$ cat src/rtl/max_pool_2x2_if.sv
// max_pool_2x2_if: control, pixel stream and result stream between a producer and the pooling stage
interface max_pool_2x2_if #(
  parameter int DW = 32,
  parameter int CW = 8
);
  logic                   start;
  logic                   pool_en;
  logic [CW-1:0]          fmap_w;
  logic [CW-1:0]          fmap_h;
  logic                   in_valid;
  logic signed [2*DW-1:0] data_in;
  logic signed [2*DW-1:0] data_out;
  logic                   out_flag_pooling;
  logic                   busy;
  logic                   pool_done;
  modport master (
    output start, pool_en, fmap_w, fmap_h, in_valid, data_in,
    input  data_out, out_flag_pooling, busy, pool_done
  );
  modport slave (
    input  start, pool_en, fmap_w, fmap_h, in_valid, data_in,
    output data_out, out_flag_pooling, busy, pool_done
  );
endinterface

$ cat src/rtl/max_pool_2x2.sv
// max_pool_2x2: streaming 2x2 stride-2 signed max-pool over a raster feature map, with bypass
module max_pool_2x2 #(
  parameter int DW    = 32,
  parameter int MAX_W = 32,
  parameter int CW    = 8
) (
  input logic           clk,
  input logic           rst,
  max_pool_2x2_if.slave bus
);
  localparam int LD = MAX_W / 2;
  localparam int AW = LD > 1 ? $clog2(LD) : 1;
  typedef enum logic [1:0] {IDLE, RUN, DONE} state_t;
  state_t                 state, state_nx;
  logic                   pool_q;
  logic [CW-1:0]          w_q, h_q, col, row;
  logic signed [2*DW-1:0] h, pair, lb_q, res;
  logic signed [2*DW-1:0] lb [LD];
  logic [AW-1:0]          idx;
  logic                   acc, col_end, last, emit;
  assign idx     = AW'(col >> 1);
  assign acc     = state == RUN && bus.in_valid;
  assign col_end = col == w_q - CW'(1);
  assign last    = acc && col_end && row == h_q - CW'(1);
  // a window completes on the odd column of an odd row
  assign emit    = acc && (!pool_q || (col[0] && row[0]));
  assign lb_q    = lb[idx];
  assign bus.busy      = state == RUN;
  assign bus.pool_done = state == DONE;
  always_comb begin
    pair     = h > bus.data_in ? h : bus.data_in;
    res      = lb_q > pair ? lb_q : pair;
    state_nx = state == IDLE ? (bus.start ? RUN : IDLE) :
               state == RUN  ? (last ? DONE : RUN) : IDLE;
  end
  always_ff @(posedge clk or posedge rst)
    if (rst) state <= IDLE;
    else     state <= state_nx;
  always_ff @(posedge clk or posedge rst) begin
    if (rst) begin
      pool_q               <= 1'b0;
      w_q                  <= '0;
      h_q                  <= '0;
      col                  <= '0;
      row                  <= '0;
      h                    <= '0;
      bus.data_out         <= '0;
      bus.out_flag_pooling <= 1'b0;
      for (int i = 0; i < LD; i++) lb[i] <= '0;
    end else begin
      if (state == IDLE && bus.start) begin
        pool_q <= bus.pool_en;
        w_q    <= bus.fmap_w;
        h_q    <= bus.fmap_h;
        col    <= '0;
        row    <= '0;
      end
      if (acc) begin
        col <= col_end ? '0 : col + CW'(1);
        row <= col_end ? row + CW'(1) : row;
        if (!col[0]) h <= bus.data_in;
        // even rows fully rewrite their entries, so stale maps never leak
        if (pool_q && col[0] && !row[0]) lb[idx] <= pair;
      end
      bus.out_flag_pooling <= emit;
      bus.data_out         <= emit ? (pool_q ? res : bus.data_in) : '0;
    end
  end
endmodule

$ cat src/flat_wrapper.sv
// flat-port wrapper written by rule: the top's interface ports become plain ports
module max_pool_2x2_flat 
#(
  parameter int DW    = 32,
  parameter int MAX_W = 32,
  parameter int CW    = 8
)
  (clk, rst, bus_start, bus_pool_en, bus_fmap_w, bus_fmap_h, bus_in_valid, bus_data_in, bus_data_out, bus_out_flag_pooling, bus_busy, bus_pool_done);
  max_pool_2x2_if #(.DW(DW), .CW(CW)) bus_i ();
  input logic clk;
  input logic rst;
  input wire logic [$bits(bus_i.start)-1:0] bus_start;
  input wire logic [$bits(bus_i.pool_en)-1:0] bus_pool_en;
  input wire logic [$bits(bus_i.fmap_w)-1:0] bus_fmap_w;
  input wire logic [$bits(bus_i.fmap_h)-1:0] bus_fmap_h;
  input wire logic [$bits(bus_i.in_valid)-1:0] bus_in_valid;
  input wire logic [$bits(bus_i.data_in)-1:0] bus_data_in;
  output wire logic [$bits(bus_i.data_out)-1:0] bus_data_out;
  output wire logic [$bits(bus_i.out_flag_pooling)-1:0] bus_out_flag_pooling;
  output wire logic [$bits(bus_i.busy)-1:0] bus_busy;
  output wire logic [$bits(bus_i.pool_done)-1:0] bus_pool_done;
  assign bus_i.start = bus_start;
  assign bus_i.pool_en = bus_pool_en;
  assign bus_i.fmap_w = bus_fmap_w;
  assign bus_i.fmap_h = bus_fmap_h;
  assign bus_i.in_valid = bus_in_valid;
  assign bus_i.data_in = bus_data_in;
  assign bus_data_out = bus_i.data_out;
  assign bus_out_flag_pooling = bus_i.out_flag_pooling;
  assign bus_busy = bus_i.busy;
  assign bus_pool_done = bus_i.pool_done;
  max_pool_2x2 #(.DW(DW), .MAX_W(MAX_W), .CW(CW)) u_core (.clk(clk), .rst(rst), .bus(bus_i));
endmodule
$ cat config.mk
export PLATFORM = sky130hd
export DESIGN_NAME = max_pool_2x2_flat
export DESIGN_NICKNAME = d
export VERILOG_FILES = /design/src/rtl/max_pool_2x2_if.sv /design/src/rtl/max_pool_2x2.sv /design/src/flat_wrapper.sv
export SDC_FILE = /design/constraint.sdc
export NUM_CORES = 2
export LEC_CHECK = 0
export CAP_MARGIN = 0
export CORE_ASPECT_RATIO = 1.25
export CORE_MARGIN = 2
export CORE_UTILIZATION = 28
export CTS_BUF_LIST = sky130_fd_sc_hd__clkbuf_2
export DETAILED_ROUTE_END_ITERATION = 10
export PLACE_DENSITY_LB_ADDON = 0.08
export SLEW_MARGIN = 10
export SYNTH_ARGS = -nofsm -noshare
export SYNTH_HDL_FRONTEND = slang
export SYNTH_SLANG_ARGS = --single-unit
$ cat constraint.sdc
create_clock -name clk -period 47.2 [get_ports clk]
set_input_delay 4.72 -clock clk [delete_from_list [all_inputs] [get_ports clk]]
set_output_delay 4.72 -clock clk [all_outputs]
set_load 0.01 [all_outputs]
==> impl_summary.txt <==
----------------------------------------------------
[Outcome]
  Result of the run ... finished, final reports clean

[Global route]
  First-pass GRT wire length ... 294 mm
  Remaining global-route overflow ... 0
  Antenna violations before repair ... 19
  Maximum number of pins on one net before global-route repair ... 124
  Overall fraction of global-route tracks in use ... 0.194
  Number of global-route vias before repair ... 42,804

[Drt]
  DR DRC count ... 0
  Number of detailed-route iterations in the first pass ... 5
  Initial DRC count ... 2,499
  Vias per cell ... 5.05
  Routed length per placed instance ... 24.3 µm
  Number of routed nets with antenna violations ... 0
  Total vias in the final route ... 40,754
  Drt total wl ... 196 mm

[Logic synthesis]
  Post-synth cell types ... 67
  Average size of a mapped cell ... 11.0 µm²
  Cell area after technology mapping ... 56,200 µm²
  Number of storage elements in the synthesis netlist ... 1,188
  Synth async-reset ratio ... 1.00
  Register area share after synthesis ... 0.529
  Post-synth EDFFs ... 0
  Post-Synthesis Net Count ... 5,332
  Flip-flop cell with the highest count after synthesis ... dfrtp_1
  Mapped Cells ... 5,116
  Number of warnings reported in the yosys synthesis log ... 0

[Place]
  Final HPWL from detailed placement ... 115 mm
  Count of input and output buffers ... 151
  Post-place setup slack ... 32.30 ns
  DP Cell Count ... 7,487
  Gp weighted congestion ... 0.755

[Pwr]
  Power density normalized to cell area ... 66.1 nW/µm²
  Max VDD drop ... 0.0895 mV
  Cell leakage power ... 0.0280 µW

[Clock network]
  Clock latency on the worst-skew pair ... 1.83 ns
  Largest buffer count on any clock path ... 4
  Total clock buffers created by CTS ... 355
  Count of buffers added by post-CTS timing repair for setup ... 0
  Number of instances resized during post-cts repair ... 0
  Hold buffers post-CTS ... 0
  TritonCTS clock tree ... built
  Clock slew at reported path FFs ... 0.10 ns
  Clock tree root buffer cell ... clkbuf_2
  Sink count of the clock tree ... 1,188
  CTS H-tree lvls ... 5

[Floorplan]
  Top-level I/O count ... 152
  Die Area ... 204,000 µm²
  Width of the die ... 405 µm
  Initial cell density of the core ... 0.282
  Area of the core ... 199,000 µm²
  Die height ... 505 µm
  Number of rows created at floorplan ... 183

[Critical path]
  Critical path endpoint category ... flip-flop
  Arrival time of the worst setup path ... 14.65 ns
  Critical Path Start Type ... input port
  Crit Path Max Fanout ... 61
  Setup Crit Path Kind ... input port to flip-flop
  Required time at the worst-slack endpoint ... 48.80 ns

[STA]
  Total of endpoints with negative setup slack in the final report ... 0
  Endpoints failing hold ... 0
  Transition at the pin with the smallest max-transition slack ... 1.24 ns
  Final Worst Setup Slack ... 34.15 ns
  Max_slew headroom ... 0.174
  Final Critical Period ... 13.05 ns
  Setup repair after global routing missed its margin ... false
  Post-route clock period utilization ... 0.277
  Final Max Slew Viols ... 0
  Achievable frequency ... 76.6 MHz
  Total Neg Setup Slack ... 0 ns
  Worst Clk Skew ... 0.192 ns

[Final layout]
  Fill cell total of the finished layout ... 20,639
  Nets ... 5,470
  Area growth, synth to finish ... 11.7%
  Share of cells above drive strength 1 ... 0.209
  Post-layout instance count excluding filler cells ... 8,077

[Flow run]
  Max-capacitance violation count ... 0

[Hold path]
  Hold crit path type ... flip-flop to flip-flop

----------------------------------------------------
[layer usage]
layer | up-vias | share of wire | track usage
met5 | - | 0.00047 | 0
met4 | 14 | 0.024 | 0.0599
met3 | 323 | 0.046 | 0.0363
met2 | 989 | 0.47 | 0.311
met1 | 20595 | 0.46 | 0.265
li1 | 18833 | - | -
[where the power goes]
group          total (µW)  leakage (µW)  switching [µW]  internal (µW)
sequential           1450        0.0161             195           1250
clock                 766       0.00230             468            298
combinational        1930       0.00952            1250            689
total                4150        0.0280            1910           2240
[cell type report]
| cell class | count | area, µm² | area share |
|---|---|---|---|
| inverter | 79 | 304 | 0.00484 |
| sequential | 1188 | 29700 | 0.474 |
| timing repair buffer | 235 | 2190 | 0.0349 |
| clock inverter | 65 | 299 | 0.00476 |
| clock buffer | 519 | 2600 | 0.0414 |
| antenna | 6 | 15.0 | 0.000239 |
| multi-input combinational | 3395 | 24400 | 0.388 |
| tap | 2590 | 3240 | 0.0516 |
[sequential cells by signal, summed over array words and instances (netlist names)]
name and cells:
u_core.bus.out_flag_pooling 1, u_core.lb 1024, u_core.w_q 8, u_core.row 8, u_core.h 64, u_core.bus.data_out 64, u_core.pool_q 1, u_core.state 2
u_core.h_q 8, u_core.col 8
[worst paths after layout]
check	startpoint	endpoint	slack [ns]	cells after the start
max	bus_data_in[63]	u_core.bus.data_out[26]	34.15	22
min	u_core.lb[892]	u_core.lb[892]	0.48	2
max reg2reg	u_core.h[63]	u_core.bus.data_out[26]	37.27	20
min reg2reg	u_core.lb[892]	u_core.lb[892]	0.48	2
max in group asynchronous	rst	u_core.lb[664]	40.70	5
min in group asynchronous	rst	u_core.h_q[6]	3.49	2
[critical path: stages]
cell and delay (ns):
clkdlybuf4s50_1 0.52, inv_1 0.06, ha_1 0.48, nand4_1 0.25, nor4_1 0.73, nand3_1 0.54, o221ai_4 0.79, buf_4 0.64
buf_4 0.74, a21boi_1 0.22, nor2_2 0.65, ha_1 0.27, nand4_1 0.26, nor4_1 0.56, nand4_1 0.31, nor3_1 0.72
nand2_1 0.10, a21bo_1 0.24, and4_4 0.62, buf_4 0.62, o32ai_1 0.18, a31oi_1 0.22
[placed cells by master (no fill, tap or decap), types with 93 or more instances in the layout]
master,Yosys,layout
nand2_1,497,491
o21ai_0,350,350
nand4_1,95,95
mux2_2,94,93
nor2_1,602,595
dfrtp_1,1188,1183
clkbuf_2,1,519
o21ai_1,200,200
ha_1,131,131
a21oi_1,615,614
mux4_2,320,320
clkdlybuf4s50_1,0,151
[logic make-up after synthesis]
logic type               count (synthesis)  synth area share
AND/OR/NAND/NOR                       1413             0.111
AO/OA/AOI/OAI                         1408             0.139
flip-flops                            1188             0.529
buffers and inverters                  533            0.0404
multiplexers                           416             0.148
adder cells (fa/ha/maj)                131            0.0292
XOR/XNOR                                27           0.00421
[metrics by stage]
| step | utilization | cell area, µm² | hold slack (ns) | total power [µW] |
|---|---|---|---|---|
| floorplan | - | 56200 | 0.445 | 2730 |
| global placement | 0.300 | 59900 | 0.456 | 3410 |
| detailed placement | 0.300 | 59900 | 0.465 | 3420 |
| CTS | 0.315 | 62700 | 0.486 | 4220 |
| global route | 0.315 | 62800 | 0.507 | 4450 |
| finish | 0.315 | 62800 | 0.479 | 4150 |
[synthesized netlist by cell type, drive strengths merged (10+ instances only)]
master | instances | area (µm²)
xor2 | 15 | 131
a21oi | 615 | 3080
o21ai | 550 | 2750
nor4 | 10 | 62.6
xnor2 | 12 | 105
mux4 | 320 | 7210
nand3 | 19 | 95.1
nor2 | 665 | 2790
nor3 | 17 | 85.1
a21boi | 65 | 571
nand4 | 95 | 594
ha | 131 | 1640
dfrtp | 1188 | 29700
o32ai | 63 | 552
buf | 136 | 780
nor2b | 10 | 62.6
nand2 | 497 | 1870
nand2b | 10 | 62.6
mux2 | 94 | 1060
clkbuf | 318 | 1190
and3 | 69 | 432
inv | 79 | 297
a31oi | 66 | 413
No activity file was read; power rests on OpenSTA's default activity.
